## src/rtl/uart_rx.sv

```systemverilog
// 8N1 UART receiver with a valid/ready holding register toward the CPU-side bus glue.
// Define UART_RX_PARITY_EN to receive 8E1 frames (even parity bit checked before the stop bit).
module uart_rx #(
    parameter int CLK_HZ = 1036800,
    parameter int BAUD   = 115200
) (
    input  logic       clk,
    input  logic       rst_n,
    input  logic       rx,
    output logic [7:0] rx_data,
    output logic       rx_valid,
    input  logic       rx_ready,
    output logic       frame_err,
    output logic       overrun,
    output logic       busy
);

    localparam int DIV  = CLK_HZ / BAUD;
    localparam int HALF = DIV / 2;
    localparam int CW   = (DIV > 2) ? $clog2(DIV) : 1;

    typedef enum logic [2:0] {
        IDLE,
        START,
        DATA,
`ifdef UART_RX_PARITY_EN
        PARITY,
`endif
        STOP,
        BRK
    } state_t;

    state_t        state;
    logic [CW-1:0] cnt;
    logic [2:0]    idx;
    logic [7:0]    shreg;
    logic          rx_meta;
    logic          rxs;
`ifdef UART_RX_PARITY_EN
    logic          par_bit;
`endif

    logic tick;
    assign tick = (cnt == '0);
    assign busy = (state != IDLE);

    always_ff @(posedge clk or negedge rst_n) begin
        if (!rst_n) begin
            state     <= IDLE;
            cnt       <= '0;
            idx       <= '0;
            shreg     <= '0;
            rx_meta   <= 1'b1;
            rxs       <= 1'b1;
            rx_data   <= '0;
            rx_valid  <= 1'b0;
            frame_err <= 1'b0;
            overrun   <= 1'b0;
`ifdef UART_RX_PARITY_EN
            par_bit   <= 1'b0;
`endif
        end else begin
            rx_meta   <= rx;
            rxs       <= rx_meta;
            frame_err <= 1'b0;
            overrun   <= 1'b0;

            // A delivery later in this block overrides this clear.
            if (rx_valid && rx_ready)
                rx_valid <= 1'b0;

            case (state)
                IDLE: begin
                    if (!rxs) begin
                        state <= START;
                        cnt   <= CW'(HALF - 1);
                    end
                end
                START: begin
                    if (tick) begin
                        if (!rxs) begin
                            state <= DATA;
                            cnt   <= CW'(DIV - 1);
                            idx   <= '0;
                        end else begin
                            state <= IDLE;
                        end
                    end else begin
                        cnt <= cnt - CW'(1);
                    end
                end
                DATA: begin
                    if (tick) begin
                        shreg <= {rxs, shreg[7:1]};
                        cnt   <= CW'(DIV - 1);
                        idx   <= idx + 3'd1;
                        if (idx == 3'd7) begin
`ifdef UART_RX_PARITY_EN
                            state <= PARITY;
`else
                            state <= STOP;
`endif
                        end
                    end else begin
                        cnt <= cnt - CW'(1);
                    end
                end
`ifdef UART_RX_PARITY_EN
                PARITY: begin
                    if (tick) begin
                        par_bit <= rxs;
                        cnt     <= CW'(DIV - 1);
                        state   <= STOP;
                    end else begin
                        cnt <= cnt - CW'(1);
                    end
                end
`endif
                STOP: begin
                    if (tick) begin
                        if (!rxs) begin
                            frame_err <= 1'b1;
                            state     <= BRK;
                        end
`ifdef UART_RX_PARITY_EN
                        else if (^{shreg, par_bit}) begin
                            frame_err <= 1'b1;
                            state     <= IDLE;
                        end
`endif
                        else begin
                            state <= IDLE;
                            if (!rx_valid || rx_ready) begin
                                rx_data  <= shreg;
                                rx_valid <= 1'b1;
                            end else begin
                                overrun <= 1'b1;
                            end
                        end
                    end else begin
                        cnt <= cnt - CW'(1);
                    end
                end
                BRK: begin
                    // Stay here until the line idles so a held-low break cannot look like a start bit.
                    if (rxs)
                        state <= IDLE;
                end
                default: state <= IDLE;
            endcase
        end
    end

endmodule
```

## config.mk

```make
export PLATFORM = sky130hd
export DESIGN_NAME = uart_rx
export DESIGN_NICKNAME = d
export VERILOG_FILES = /design/src/rtl/uart_rx.sv
export SDC_FILE = /design/constraint.sdc
export NUM_CORES = 1
export LEC_CHECK = 0
export CORE_ASPECT_RATIO = 1.25
export CORE_MARGIN = 8
export CORE_UTILIZATION = 45
export DETAILED_ROUTE_END_ITERATION = 8
export PLACE_DENSITY = 0.78
export SLEW_MARGIN = 20
export SYNTH_ARGS = -nofsm -noshare
export SYNTH_HDL_FRONTEND = slang
export SYNTH_SLANG_ARGS = --single-unit
```

## constraint.sdc

```tcl
create_clock -name clk -period 5.62 [get_ports clk]
set_input_delay 1.124 -clock clk [delete_from_list [all_inputs] [get_ports clk]]
set_output_delay 1.124 -clock clk [all_outputs]
set_load 0.05 [all_outputs]
```

==> run metrics <==
Ports 16; CP max-delay cell clkdlybuf4s50_1; synthesized area per cell 12.08 um2; Mapped Cells 117; Req. time, crit path around 4.5 ns; Inserted Diodes 0; Post-DRT Antenna Nets 0; RSZ-0062 raised after global routing false; # Max-Cap Violations 0; Post-CTS Resized 0; die width approximately 66 um; Final min period 3.148 ns; largest net degree at the start of global routing 32; vias in the first global route 1036; gr ovfl total 0; final worst path period share between 50% and 60%; final WL 2796 um; share of layout cells above drive strength 1 about 21%; port bufs 15; Setup Fix Bufs, Post-CTS 0; Total Power 0.0006672 W; Max stage delay on crit path about 0.7 ns; Final setup violation count 0; CTS buffer count 5; Pleak between 0.7 and 0.8 nW; PD cells between 400 and 500 nW/um2; CTS Sinks 31; Ys Warns 0; share of flip-flops with an asynchronous set or reset 100.0%; Crit Path Max Fanout 17; TritonRoute pass-1 iters 4; first-pass GRT wire length roughly 4900 um; Fillers about 260; 1st-iter DRT viols 34; die extent in y between 70 and 80 um; synthesized area approximately 1400 um2; sequential-to-total area share from yosys stat 55.04%; deepest clock path buffer count 2; die area around 5200 um2; relative slew slack between 60% and 70%; post-DP HPWL around 1900 um; origin of the critical flop-to-flop path cnt[0]$_DFFE_PN0P_; Initial Util a little under half; cts-stage hold buffer count 0; CTS HTree Levels 2; number of synthesized register bits 31; Critical Path AT ~2.0 ns; WHS Path Cells 0; Top delay family on crit path buffers and inverters; antenna violations before repair 0; Yosys cell types 33; Worst Hold Launch rx_meta$_DFF_PN1_; root buf cell clkbuf_4; DR DRC count 0; average vias per placed instance about 5.9; Post-Route Skew 0.01061 ns; # rows 22; Core Util, Final a little under three fifths; Setup CP Type register to primary output; crit path launch type register; HP Class register to register; final net count about 140; VDD IR-drop max about 0.21 mV; net count after synthesis approximately 120; Max Freq roughly 320 MHz; RePlAce Congestion approximately 0.85; Synth-to-Final Area Change 16.28%; dominant synthesized flop cell dfrtp_1; CTS tree done; GRT Total Usage 12.46%; Worst-Margin Slew about 0.58 ns; Worst R2R Path Depth 5; Final Slew Violations 0; setup TNS 0 ns; top post-synthesis cells by area dfrtp_1 51%, mux2_2 13%, o211ai_1 4.2%; number of enable flip-flop cells after synthesis 0; DR vias between 1000 and 1500; DR WL/cell about 16 um; outcome finished clean; commonest non-fill, non-tap cell in the layout dfrtp_1; Final Hold Fails 0; Synth area leader dfrtp_1; CP endpoint kind primary output; Buf/Inv on CP 1; crit-path cells or3_1, clkdlybuf4s50_1; Clock transition at path regs between 0.1 and 0.15 ns; Synth top area share 51.33%; clock latency on the worst-skew pair between 0.3 and 0.4 ns; most frequent cells in the layout 29 x dfrtp_1, 16 x mux2_2, 15 x clkdlybuf4s50_1; Levels on crit path 2; Core Area a little under 3000 um2; Worst Setup SP state[0]$_DFFE_PN0P_
[per-layer routing]
| metal | track usage (%) | up-vias | part of all wire (%) |
|---|---|---|---|
| met1 | 13.62 | 501 | 40 |
| met4 | 7.495 | 0 | 2.8 |
| met5 | 0 | - | 0 |
| li1 | - | 468 | - |
| met2 | 17.81 | 33 | 48 |
| met3 | 7.670 | 8 | 9.2 |
[flip-flops by register name, indices dropped and copies added (netlist names), 3 cells and up]
| register | count |
|---|---|
| state | 3 |
| shreg | 8 |
| rx_data | 8 |
| idx | 3 |
| cnt | 4 |
[kinds of logic after synthesis]
logic type | count (synthesis) | synth area share, %
adder cells (fa/ha/maj) | 3 | 2.655
AND/OR/NAND/NOR | 26 | 11.59
flip-flops | 31 | 55.04
AO/OA/AOI/OAI | 26 | 13.01
multiplexers | 17 | 13.45
buffers and inverters | 14 | 4.248
[power by group]
| group | internal, W | switching (W) |
|---|---|---|
| combinational | 0.0000976 | 0.000124 |
| clock | 0.0000481 | 0.0000820 |
| sequential | 0.000263 | 0.0000525 |
| total | 0.000409 | 0.000258 |
[metrics by stage]
stage	cell area (um2)	worst slack, ns	hold WS [ns]	instances
after floorplan	1414	3.322	0.3452	117
final	1644	2.472	0.3715	171
after global routing	1644	2.400	0.3817	171
after CTS	1644	2.452	0.3713	171
after detailed placement	1590	2.835	0.3570	163
after global placement	1590	2.882	0.3459	163
[worst paths after layout]
kind                                     endpoint  slack, ns
hold / removal                      rxs$_DFF_PN1_       0.37
hold reg to reg                     rxs$_DFF_PN1_       0.37
min in group asynchronous       overrun$_DFF_PN0_       1.14
setup / recovery                             busy       2.47
max in group asynchronous           rxs$_DFF_PN1_       4.14
setup reg to reg           rx_data[4]$_DFFE_PN0P_       3.21
[cell usage after synthesis (3+ instances only)]
cell type   n
o211ai_1    8
a21oi_1     4
o21ai_0     3
mux2_2     16
nor2_1      5
dfrtp_1    29
clkbuf_1    6
nor3_1      3
nor3b_1     3
inv_1       7
nand2b_1    3
ha_1        3
[layout make-up]
| type | count | area, um2 | area share [%] |
|---|---|---|---|
| flip-flops and latches | 31 | 778.2 | 47.34 |
| clock buffers | 6 | 41.29 | 2.511 |
| inverters | 7 | 26.28 | 1.598 |
| multi-input cells | 72 | 575.6 | 35.01 |
| well taps | 36 | 45.04 | 2.740 |
| repair buffers | 17 | 165.2 | 10.05 |
| clock inverters | 2 | 12.51 | 0.7610 |
(Power assumes the default switching activity.)
